`src/rtl/qm_icache_refill.sv`:
```
// Miss/refill and flush sequencer for the direct-mapped instruction cache.
// Fetches a 4-word line in order, writes it back in one strobe, and pulses the cache's valid-polarity toggle.
module qm_icache_refill #(
    parameter int TAG_W   = 16,
    parameter int INDEX_W = 12,
    parameter int LINE_W  = 1 + TAG_W + 4 * 32
) (
    input  logic                clk,
    input  logic                reset,
    input  logic                miss,
    input  logic [31:0]         miss_address,
    input  logic                valid_bit,
    input  logic                flush_req,
    output logic                mem_req,
    output logic [31:0]         mem_addr,
    input  logic                mem_ack,
    input  logic [31:0]         mem_rdata,
    output logic                fill_we,
    output logic [INDEX_W-1:0]  fill_index,
    output logic [LINE_W-1:0]   fill_line,
    output logic                flush_toggle,
    output logic                busy
);

    localparam logic [1:0] S_IDLE  = 2'd0;
    localparam logic [1:0] S_FETCH = 2'd1;
    localparam logic [1:0] S_WRITE = 2'd2;
    localparam logic [1:0] S_FLUSH = 2'd3;

    logic [1:0]         state_q, state_d;
    logic [1:0]         k_q, k_d;
    logic [TAG_W-1:0]   tag_q, tag_d;
    logic [INDEX_W-1:0] index_q, index_d;
    logic [3:0][31:0]   words_q, words_d;
    logic [31:0]        mem_addr_q, mem_addr_d;
    logic               pend_q, pend_d;
    logic               guard_q, guard_d;

    logic [TAG_W-1:0]   miss_tag;
    logic [INDEX_W-1:0] miss_index;
    logic [1:0]         k_next;
    logic               guard_hit;
    logic               unused_addr_lsb;

    assign miss_tag        = miss_address[31:32-TAG_W];
    assign miss_index      = miss_address[INDEX_W+3:4];
    assign unused_addr_lsb = ^miss_address[3:0];
    assign k_next          = k_q + 2'd1;

    // The cache's hit shows up one cycle after the write, so a still-asserted miss for that line is stale.
    assign guard_hit = guard_q && (miss_tag == tag_q) && (miss_index == index_q);

    always_comb begin
        state_d    = state_q;
        k_d        = k_q;
        tag_d      = tag_q;
        index_d    = index_q;
        words_d    = words_q;
        mem_addr_d = mem_addr_q;
        pend_d     = pend_q;
        guard_d    = 1'b0;
        case (state_q)
            S_IDLE: begin
                if (flush_req || pend_q) begin
                    state_d = S_FLUSH;
                end else if (miss && !guard_hit) begin
                    tag_d      = miss_tag;
                    index_d    = miss_index;
                    k_d        = 2'd0;
                    mem_addr_d = {miss_tag, miss_index, 4'b0000};
                    state_d    = S_FETCH;
                end
            end
            S_FETCH: begin
                if (flush_req) pend_d = 1'b1;
                if (mem_ack) begin
                    words_d[k_q] = mem_rdata;
                    if (k_q == 2'd3) begin
                        state_d = S_WRITE;
                    end else begin
                        k_d        = k_next;
                        mem_addr_d = {tag_q, index_q, k_next, 2'b00};
                    end
                end
            end
            S_WRITE: begin
                guard_d = 1'b1;
                if (flush_req) pend_d = 1'b1;
                state_d = (pend_q || flush_req) ? S_FLUSH : S_IDLE;
            end
            default: begin
                pend_d  = 1'b0;
                state_d = S_IDLE;
            end
        endcase
    end

    always_ff @(posedge clk or negedge reset) begin
        if (!reset) begin
            state_q    <= S_IDLE;
            k_q        <= 2'd0;
            tag_q      <= '0;
            index_q    <= '0;
            words_q    <= '0;
            mem_addr_q <= '0;
            pend_q     <= 1'b0;
            guard_q    <= 1'b0;
        end else begin
            state_q    <= state_d;
            k_q        <= k_d;
            tag_q      <= tag_d;
            index_q    <= index_d;
            words_q    <= words_d;
            mem_addr_q <= mem_addr_d;
            pend_q     <= pend_d;
            guard_q    <= guard_d;
        end
    end

    assign mem_req      = (state_q == S_FETCH);
    assign mem_addr     = mem_addr_q;
    assign fill_we      = (state_q == S_WRITE);
    assign flush_toggle = (state_q == S_FLUSH);
    assign busy         = (state_q != S_IDLE);
    assign fill_index   = index_q;
    // Polarity is taken live in the write cycle so a same-cycle flip elsewhere is honoured.
    assign fill_line    = {valid_bit & fill_we, tag_q, words_q};

endmodule

```
`config.mk`:
```
export PLATFORM = sky130hd
export DESIGN_NAME = qm_icache_refill
export DESIGN_NICKNAME = d
export VERILOG_FILES = /design/src/rtl/qm_icache_refill.sv
export SDC_FILE = /design/constraint.sdc
export NUM_CORES = 1
export LEC_CHECK = 0
export ABC_AREA = 1
export CELL_PAD_IN_SITES_DETAIL_PLACEMENT = 1
export CELL_PAD_IN_SITES_GLOBAL_PLACEMENT = 2
export CORE_UTILIZATION = 28
export DETAILED_ROUTE_END_ITERATION = 8
export GPL_TIMING_DRIVEN = 0
export PLACE_DENSITY_LB_ADDON = 0.1
export SETUP_SLACK_MARGIN = 0.1
export SYNTH_ARGS = -nofsm -noshare
export SYNTH_HDL_FRONTEND = slang
export SYNTH_SLANG_ARGS = --single-unit
```
`constraint.sdc`:
```
create_clock -name clk -period 3 [get_ports clk]
set_input_delay 0.45 -clock clk [delete_from_list [all_inputs] [get_ports clk]]
set_output_delay 0.45 -clock clk [all_outputs]
set_load 0.05 [all_outputs]
```
== Word level (Yosys, flattened, before mapping) ==
Cells that the tools add are included.
W data, S select, Z words.

* Output and inout port bits: 193
* Register bits after elaboration: 194
* Input port bits: 70
* Word-level logic and storage cells: 67

* Add/sub/neg operators: 1
* Bitwise logic cells: 3
* Magnitude comparators: 2
* Muxes and demuxes: 22
* Reduce and logical (&&, ||, !) cells: 15
* Eq/ne operators: 13

{| class="wikitable"
|+ Operators by type and width
! kind !! number
|-
| $mux W32 || 5
|-
| $bwmux W128 || 1
|-
| $demux W32 S2 || 1
|-
| $pmux W32 S2 || 1
|-
| $mux W2 || 9
|-
| $eq A16 B16 Y1 || 1
|-
| $eq A12 B12 Y1 || 1
|-
| $eq A2 B2 Y1 const B || 3
|-
| $ne A2 B1 Y1 const B || 3
|-
| $ne A2 B2 Y1 const B || 3
|-
| $pmux W2 S3 || 1
|-
| $reduce_and A3 Y1 || 2
|-
| $reduce_and A5 Y1 || 1
|-
| $logic_and A1 B1 Y1 || 4
|-
| $pmux W2 S2 || 1
|-
| $reduce_and A2 Y1 || 2
|-
| $reduce_bool A2 Y1 || 2
|-
| $lt A2 B3 Y1 const B || 1
|-
| $ne A3 B3 Y1 const B || 1
|-
| $add A2 B1 Y2 const B || 1
|-
| $eq A2 B1 Y1 const B || 1
|-
| $ge A2 B1 Y1 const B || 1
|-
| $logic_not A2 Y1 || 1
|-
| $mux W1 || 2
|-
| other kinds (6) || 7
|}

== Logic depth before layout (Yosys ltp) ==
Gate-level depths: netlist (run 1).

* Word-level depth: 8
* Mapped depth: 15
* Gate-level depth less buffers: 14

== Worst setup path before layout (run 1) ==
No wires, ideal clock.

* Kind: reg2reg
* Start point: register state_q[1]
* End point: register k_q[0]
* Data arrival time: 2020 ps
* Setup time: 66 ps
* Period minus slack after synthesis: 2086 ps
* Cell stages (with the launch flop): 9
* Data required time: 2934 ps
* Buffers on the path: 2
* Slack: 914 ps
* Path through: dfrtp_1 > inv_1 > ha_1 > buf_2 > nand2_1 > o22ai_1 > clkbuf_1 > nand3_1 > nand2_1

* Longest elaborated chain between the ends: 3
* Elaborated cells between the ends (all ways): 9
* Those cells by class: eq/ne (5); mux (1); reduce/logical (3)

{| class="wikitable"
|+ Ends and longest elaborated chain
! element !! RTL line !! source
|-
| from (decl) || 30 || <nowiki>logic [1:0] state_q, state_d;</nowiki>
|-
| from (signal assigned) || 109 || <nowiki>state_q <= state_d;</nowiki>
|-
| $eq A2 B1 Y1 * || - ||
|-
| via mem_req || 14 || <nowiki>output logic mem_req,</nowiki>
|-
| $ne A2 B2 Y1 (no source line) (tied with other cells) || - ||
|-
| $reduce_and A5 Y1 (no source line) || - ||
|-
| to (signal assigned) || 110 || <nowiki>k_q <= k_d;</nowiki>
|-
| to (decl) || 31 || <nowiki>logic [1:0] k_q, k_d;</nowiki>
|}

Mark *: on every way through the listed nets, which the timed path passes. The rest lies on a longest branch.
A chain may end at the register's enable or synchronous reset.

== Worst setup path after layout (run 1) ==
* Start point: register state_q[0]
* End point: output busy

* Longest elaborated chain between the ends: 1

{| class="wikitable"
|+ Ends and longest elaborated chain
! element !! RTL line !! source
|-
| $reduce_bool A2 Y1 || 124 || <nowiki>assign busy = (state_q != S_IDLE);</nowiki>
|-
| to (decl) || 22 || <nowiki>output logic busy</nowiki>
|}

Every way passes these cells.

==> results_tabular.tex, run 1 <==
\begin{tabular}{lr}
\hline
Metric & Value \\
\hline
\multicolumn{2}{l}{\textbf{Pwr}} \\
Maximum ir drop on the vdd rail & 0.594 mV \\
P\_leak & 5.38 nW \\
Net switching share of the total power & 50.6\% \\
Sw Pwr & 7.25 mW \\
Power density normalized to cell area & 1240 nW/um2 \\
Cell Int Power & 7.08 mW \\
Power share of the clock group & 15.3\% \\
Combinational share of power & 55.1\% \\
Power share of the sequential group & 29.7\% \\
\multicolumn{2}{l}{\textbf{Clock network}} \\
Clock latency reported for the late side of the worst-skew pair & 430 ps \\
Root buf cell & sky130\_fd\_sc\_hd\_\_clkbuf\_16 \\
Clock slew seen by the registers of the worst setup and hold paths & 80 ps \\
Clock tree from TritonCTS & yes \\
TritonCTS buffer count & 17 \\
Clock Sinks & 190 \\
Total of hold buffers inserted after clock tree synthesis & 0 \\
Total setup buffers inserted after CTS & 0 \\
Count of cells resized by post-cts repair & 0 \\
Maximum clock insertion buffer count & 2 \\
Level count of the clock H-tree & 4 \\
\multicolumn{2}{l}{\textbf{Critical path}} \\
Setup crit start kind & flip-flop \\
Library cell appearing most often on the critical path & sky130\_fd\_sc\_hd\_\_inv\_1 \\
Worst-path cell chain & inv\_1 > ha\_1 > inv\_1 > clkdlybuf4s50\_1 \\
Req. time, crit path & 2550 ps \\
Worst-path fanout max & 5 \\
Crit end category & output pin \\
Library cell contributing the largest single delay on the critical path & sky130\_fd\_sc\_hd\_\_clkdlybuf4s50\_1 \\
Crit path DAT & 2280 ps \\
Worst setup path class & flip-flop to output pin \\
Largest stage delay on the critical path & 850 ps \\
\multicolumn{2}{l}{\textbf{Cells and area}} \\
Layout-stage area growth over the synthesis result & 45.7\% \\
Share of post-route cells with drive strength above 1 & 4.25\% \\
Leading cell type in the layout, fill and taps excluded & sky130\_fd\_sc\_hd\_\_nand2\_1 \\
Sequential cell area & 4750 um2 \\
Count of nets after finishing & 1268 \\
Final cell count without fillers & 1579 \\
Filler Cell Count & 3253 \\
Highest-count cells in the layout ignoring fill and taps & 323 x sky130\_fd\_sc\_hd\_\_nand2\_1, 255 x sky130\_fd\_sc\_hd\_\_clkdlybuf4s50\_1, 190 x sky130\_fd\_sc\_hd\_\_dfrtp\_1 \\
Multi-input logic area & 2640 um2 \\
\multicolumn{2}{l}{\textbf{Detailed routing}} \\
Final Routed Wirelength & 27400 um \\
Initial DRC Count & 360 \\
Routed len/inst & 17.4 um \\
Antenna viol nets, final & 0 \\
Top sig layer & met4 \\
Post-route DRC violation count & 0 \\
Via count normalized by instance count & 4.44 \\
Wire length on met2 & 12800 um \\
First drt pass iteration count & 4 \\
WL met3 & 1340 um \\
Routed met1 length & 13100 um \\
Via count & 7013 \\
\multicolumn{2}{l}{\textbf{Timing}} \\
Worst slew slack as a fraction of its limit & 47.7\% \\
Number of setup violations in the final report & 0 \\
RSZ-0062 raised after global routing & no \\
Max-slew violation count & 0 \\
Hold Vio Cnt, Final & 0 \\
Post-route setup TNS & 0 ps \\
Transition time at the pin with the least slew margin & 785 ps \\
FMAX & 366 MHz \\
Setup Skew & 22.1 ps \\
Min Clock Period, post-route & 2730 ps \\
Crit share post-route & 91.0\% \\
\multicolumn{2}{l}{\textbf{Die}} \\
Width of the die & 170 um \\
Boundary pin count & 263 \\
Core footprint & 27900 um2 \\
Std cell rows & 61 \\
Die H & 170 um \\
Initial core utilization & 28.5\% \\
Full die area & 29000 um2 \\
\multicolumn{2}{l}{\textbf{GRT}} \\
Largest net degree at the start of global routing & 100 \\
Via count of the first global-routing pass & 7092 \\
Number of antenna violations at the first check in global routing & 1 \\
First-pass GRT wire length & 42700 um \\
Total track usage & 19.5\% \\
Overall overflow remaining after global route & 0 \\
\multicolumn{2}{l}{\textbf{Yosys}} \\
Number of cells produced by synthesis & 912 \\
Fraction of the yosys area taken by sequential cells & 59.9\% \\
Mapped cell area & 7940 um2 \\
Average footprint of a synthesized cell & 8.70 um2 \\
Warning count from the yosys run & 0 \\
\#FFs+latches synth & 190 \\
Unique masters post-synth & 24 \\
\multicolumn{2}{l}{\textbf{Placement}} \\
Routability cong. & 0.785 \\
Quantity of I/O buffers inserted on ports & 256 \\
Total instance count after detailed placement & 1548 \\
Detailed placement HPWL & 20300 um \\
\multicolumn{2}{l}{\textbf{Min path}} \\
Worst min path class & input pin to asynchronous set/reset pin \\
\multicolumn{2}{l}{\textbf{Job}} \\
Max capacitance violation total & 0 \\
\multicolumn{2}{l}{\textbf{Status}} \\
Result of the run & completed \\
\hline
\end{tabular}
-- area by class of cell --
cell class	instances	area share, %
repair buffers	257	22.4
clock buffers	17	3.68
inverters	89	2.89
diodes	1	0.0216
multi-input cells	588	22.8
plain buffers	46	1.85
flip-flops and latches	190	41.1
clock inverters	13	1.11
well taps	378	4.09
-- kinds of logic (layout without fill, tap and decap cells) --
logic type / count (synthesis) / in the layout / synth area share (%)
DFF: 190 / 190 / 59.9
buffers and inverters: 135 / 422 / 6.91
other: 1 / 3 / 0.0473
and+or+nand+nor: 377 / 377 / 18.5
AOI/OAI and AO/OA: 189 / 189 / 12.0
xor gates and xnor gates: 11 / 11 / 1.21
adders and majority gates: 9 / 9 / 1.42
-- worst max-delay path: cells and delay by family (launching register included) --
family	cells	cell delay, ps
adders and majority gates	1	270
buffers and inverters	3	1150
DFF	1	440
-- cells in the mapped netlist --
cell type | count | share of area (%)
sky130_fd_sc_hd__nand2_1 | 323 | 15
sky130_fd_sc_hd__dfrtp_1 | 190 | 60
sky130_fd_sc_hd__o21ai_0 | 182 | 11
sky130_fd_sc_hd__inv_1 | 88 | 4.2
sky130_fd_sc_hd__nand3_1 | 32 | 2.0
sky130_fd_sc_hd__clkbuf_1 | 30 | 1.4
sky130_fd_sc_hd__nor2_1 | 17 | 0.80
sky130_fd_sc_hd__xnor2_1 | 10 | 1.1
sky130_fd_sc_hd__buf_2 | 9 | 0.57
sky130_fd_sc_hd__ha_1 | 9 | 1.4
sky130_fd_sc_hd__buf_6 | 3 | 0.43
sky130_fd_sc_hd__o21ai_1 | 3 | 0.19
sky130_fd_sc_hd__a21oi_1 | 2 | 0.13
sky130_fd_sc_hd__buf_1 | 2 | 0.095
sky130_fd_sc_hd__buf_4 | 2 | 0.19
sky130_fd_sc_hd__nand2_2 | 2 | 0.16
sky130_fd_sc_hd__a21boi_1 | 1 | 0.095
sky130_fd_sc_hd__conb_1 | 1 | 0.047
sky130_fd_sc_hd__inv_2 | 1 | 0.047
sky130_fd_sc_hd__nand3_2 | 1 | 0.13
sky130_fd_sc_hd__nand4_1 | 1 | 0.079
sky130_fd_sc_hd__o22ai_1 | 1 | 0.079
sky130_fd_sc_hd__or2_2 | 1 | 0.079
sky130_fd_sc_hd__xor2_1 | 1 | 0.11
-- layer usage --
metal / track usage (%) / vias to the layer above
li1: - / 3431
met1: 27.2 / 3386
met2: 31.4 / 183
met3: 3.42 / 13
met4: 4.19 / 0
met5: 0 / -
-- sequential cells by signal (all words and copies together), names as in the netlist --
| signal | cells |
|---|---|
| fill_index | 12 |
| fill_line | 128 |
| guard_q | 1 |
| k_q | 1 |
| mem_addr | 29 |
| pend_q | 1 |
| state_q | 2 |
| tag_q | 16 |
-- path summary, 6_finish.rpt --
path / to / from / slack, ps / cells after the start
max: busy / state_q[0]$_DFFE_PN0P_ / 270 / 4
max reg2reg: fill_line[3]$_DFFE_PN0P_ / state_q[1]$_DFFE_PN0P_ / 670 / 8
max in group asynchronous: fill_index[0]$_DFFE_PN0P_ / reset / 1970 / 2
min: fill_line[42]$_DFFE_PN0P_ / reset / 70 / 1
min reg2reg: mem_addr[4]$_DFFE_PN0P_ / mem_addr[4]$_DFFE_PN0P_ / 470 / 2
min in group clk: mem_addr[4]$_DFFE_PN0P_ / mem_addr[4]$_DFFE_PN0P_ / 470 / 2
-- per-stage QoR --
stage	utilization [%]	hold WS (ps)	cell area (um2)	total power, mW	worst slack (ps)
2_1_floorplan	-	154	7940	9.27	914
3_3_place_gp	39.4	456	11000	12.2	-7260
3_5_place_dp	39.5	459	11000	12.3	446
4_1_cts	41.5	87.5	11600	14.6	253
5_1_grt	41.5	118	11600	15.2	181
6_report	41.5	66.5	11600	14.3	271
-- power by group through the flow --
stage	clock network, mW	registers [mW]	logic, mW
finish	2.19	4.25	7.89
global placement	0	4.29	7.91
CTS	2.27	4.27	8.01
floorplan	0	7.47	1.80
detailed placement	0	4.30	7.99
global route	2.36	4.40	8.42
Note: power is estimated with default switching activity, not from simulation.
==> run 2: changes to the inputs <==
CORE_UTILIZATION = 24   (was 28)
RECOVER_POWER = 100   (was unset)
SKIP_LAST_GASP = 1   (was unset)
clock period = 2.26 ns   (was 3 ns; I/O delays follow)
==> run 2 against run 1 <==
  * Cell area is 1.8% higher
  * Hold slack better by 400 ps
  * Critical path depth is 3 lower
  * Via count is 0.71% higher
  * Die area is 16% higher
  * Power is 31% higher
  * Setup slack worse by 160 ps
  * Non-clock buffer count is 2 higher
  * Clock power is 41% higher
==> results_tabular.tex, run 2 (synthesis results as in run 1) <==
\begin{tabular}{lr}
\hline
Metric & Value \\
\hline
\multicolumn{2}{l}{\textbf{Status}} \\
Result of the run & completed \\
\multicolumn{2}{l}{\textbf{Critical path}} \\
Req. time, crit path & 1920 ps \\
Library cell contributing the largest single delay on the critical path & sky130\_fd\_sc\_hd\_\_dlygate4sd3\_1 \\
Largest stage delay on the critical path & 960 ps \\
Crit-path leading delay family & buffers and inverters \\
Number of cell instances on the worst register-to-register path & 9 \\
Number of buffer and inverter instances along the worst setup path & 1 \\
Worst-path fanout max & 4 \\
Setup slack, reg-to-reg & 270 ps \\
Worst setup path class & flip-flop to output pin \\
Worst-path cell chain & dlygate4sd3\_1 \\
Setup crit start kind & flip-flop \\
Crit end category & output pin \\
Worst r2r src & state\_q[1]\$\_DFFE\_PN0P\_ \\
Crit path DAT & 1810 ps \\
Critical register-to-register path endpoint & fill\_line[81]\$\_DFFE\_PN0P\_ \\
\multicolumn{2}{l}{\textbf{Job}} \\
Max capacitance violation total & 0 \\
\multicolumn{2}{l}{\textbf{Die}} \\
Width of the die & 184 um \\
Die H & 184 um \\
Std cell rows & 66 \\
Core footprint & 32500 um2 \\
Initial core utilization & 24.4\% \\
Full die area & 33800 um2 \\
Boundary pin count & 263 \\
\multicolumn{2}{l}{\textbf{Pwr}} \\
Sw Pwr & 9.67 mW \\
Power share of the clock group & 16.4\% \\
Net switching share of the total power & 51.4\% \\
Maximum ir drop on the vdd rail & 0.713 mV \\
P\_leak & 5.98 nW \\
Power share of the sequential group & 29.6\% \\
Cell Int Power & 9.15 mW \\
Combinational share of power & 54.0\% \\
Power density normalized to cell area & 1600 nW/um2 \\
\multicolumn{2}{l}{\textbf{GRT}} \\
Via count of the first global-routing pass & 7275 \\
Total track usage & 17.8\% \\
Number of antenna violations at the first check in global routing & 0 \\
First-pass GRT wire length & 45000 um \\
Largest net degree at the start of global routing & 105 \\
Overall overflow remaining after global route & 0 \\
\multicolumn{2}{l}{\textbf{Clock network}} \\
Level count of the clock H-tree & 4 \\
Clock Sinks & 190 \\
Clock tree from TritonCTS & yes \\
Clock latency reported for the late side of the worst-skew pair & 440 ps \\
Clock slew seen by the registers of the worst setup and hold paths & 70 ps \\
Maximum clock insertion buffer count & 2 \\
TritonCTS buffer count & 17 \\
Root buf cell & sky130\_fd\_sc\_hd\_\_clkbuf\_16 \\
\multicolumn{2}{l}{\textbf{Placement}} \\
Quantity of I/O buffers inserted on ports & 256 \\
Total instance count after detailed placement & 1612 \\
DP Area & 11100 um2 \\
Routability cong. & 0.753 \\
Detailed placement HPWL & 21200 um \\
\multicolumn{2}{l}{\textbf{Cells and area}} \\
Multi-input logic area & 2670 um2 \\
Final cell count without fillers & 1646 \\
Post-route standard cell area excluding fillers & 11800 um2 \\
Leading cell type in the layout, fill and taps excluded & sky130\_fd\_sc\_hd\_\_nand2\_1 \\
Count of nets after finishing & 1270 \\
Flip-flop count of the largest register, all copies and words added & 128 \\
Number of inserted diodes & 0 \\
Sequential cell area & 4750 um2 \\
Share of post-route cells with drive strength above 1 & 7.72\% \\
Filler Cell Count & 3830 \\
Layout-stage area growth over the synthesis result & 48.3\% \\
Highest-count cells in the layout ignoring fill and taps & 320 x sky130\_fd\_sc\_hd\_\_nand2\_1, 190 x sky130\_fd\_sc\_hd\_\_dfrtp\_1, 185 x sky130\_fd\_sc\_hd\_\_o21ai\_0, 185 x sky130\_fd\_sc\_hd\_\_dlygate4sd3\_1, 87 x sky130\_fd\_sc\_hd\_\_inv\_1 \\
\multicolumn{2}{l}{\textbf{Timing}} \\
Crit share post-route & 95.1\% \\
FMAX & 465 MHz \\
Worst slew slack as a fraction of its limit & 52.1\% \\
Transition time at the pin with the least slew margin & 718 ps \\
Post-route setup TNS & 0 ps \\
Number of setup violations in the final report & 0 \\
RSZ-0062 raised after global routing & yes \\
Hold Vio Cnt, Final & 0 \\
Setup Skew & 12.7 ps \\
Max-slew violation count & 0 \\
Min Clock Period, post-route & 2150 ps \\
\multicolumn{2}{l}{\textbf{Detailed routing}} \\
Initial DRC Count & 357 \\
Antenna viol nets, final & 0 \\
Routed len/inst & 17.7 um \\
Via count & 7063 \\
Final Routed Wirelength & 29100 um \\
First drt pass iteration count & 4 \\
Post-route DRC violation count & 0 \\
Via count normalized by instance count & 4.29 \\
\multicolumn{2}{l}{\textbf{Min path}} \\
Count of cells along the worst hold path & 2 \\
Worst min path class & flip-flop to flip-flop \\
WHS Endpoint & mem\_addr[26]\$\_DFFE\_PN0P\_ \\
Launch instance of the worst min-delay path & mem\_addr[26]\$\_DFFE\_PN0P\_ \\
\hline
\end{tabular}
[run 2: cell count changes in the layout (fill, tap and decap cells not counted), moves of 4 or more]
cell and change:
sky130_fd_sc_hd__clkbuf_1 -27, sky130_fd_sc_hd__inv_8 -4, sky130_fd_sc_hd__clkbuf_4 +8, sky130_fd_sc_hd__dlygate4sd3_1 +185
sky130_fd_sc_hd__clkdlybuf4s50_1 -191, sky130_fd_sc_hd__clkbuf_2 +24, sky130_fd_sc_hd__clkinvlp_4 -4
[run 2: power groups by stage]
stage | Combinational [mW] | Sequential [mW] | Clock (mW)
after floorplan | 2.40 | 9.91 | 0
after global placement | 10.6 | 5.70 | 0
after detailed placement | 10.7 | 5.71 | 0
after CTS | 10.8 | 5.66 | 3.22
after global routing | 10.9 | 5.79 | 3.32
final | 10.2 | 5.57 | 3.08
[run 2: metrics by stage]
| step | hold WS (ps) | worst slack [ps] | util, % | power (mW) |
|---|---|---|---|---|
| 2_1_floorplan | 43.4 | 174 | - | 12.3 |
| 3_3_place_gp | 457 | -8200 | 34.0 | 16.3 |
| 3_5_place_dp | 418 | -340 | 34.1 | 16.4 |
| 4_1_cts | 481 | 28.1 | 36.3 | 19.6 |
| 5_1_grt | 496 | 45.3 | 36.2 | 20.0 |
| 6_report | 468 | 110 | 36.2 | 18.8 |
[run 2: repair_timing]
item                                    in CTS  in global routing
resized for setup                           69                 18
setup buffers                                0                  1
cloned                                       0                  0
endpoints found under the setup margin     164                154
hold endpoints to repair                    86                  0
hold buffers                                 1                  0
[run 2: tightest hold or removal path, stage by stage (launching register included)]
cell and delay (ps):
sky130_fd_sc_hd__dfrtp_1 340, sky130_fd_sc_hd__nand2_1 50, sky130_fd_sc_hd__nand2_1 50
[run 2: cell type report]
cell class,instances,share of cell area (%)
Sequential cell,190,40.4
Multi-Input combinational cell,588,22.7
Timing Repair Buffer,259,22.0
Tap cell,442,4.70
Clock buffer,20,3.88
Inverter,89,2.84
Buffer,46,2.39
Clock inverter,12,1.09
[run 2: worst max-delay path by stage]
stage                                    startpoint                         end  slack, ps  cells after the start
after detailed placement     state_q[1]$_DFFE_PN0P_    mem_addr[16]$_DFFE_PN0P_       -340                      8
after global placement                        reset  fill_line[126]$_DFFE_PN0P_      -8200                      1
after global routing         state_q[1]$_DFFE_PN0P_   fill_line[81]$_DFFE_PN0P_         50                      9
after CTS                    state_q[1]$_DFFE_PN0P_                     mem_req         30                      3
after floorplan              state_q[1]$_DFFE_PN0P_          k_q[0]$_DFFE_PN0P_        170                      8
final                     fill_index[6]$_DFFE_PN0P_               fill_index[6]        110                      1
[run 2: layer usage]
metal  global-route usage [%]  share of wire (%)  wire length, um  vias to the layer above
met5                        0                  0                0                        -
met3                     3.63                4.4             1290                       20
met2                     28.6                 46            13400                      167
met4                     4.20                1.1              307                        0
li1                         -                  -                -                     3428
met1                     24.4                 48            14100                     3448
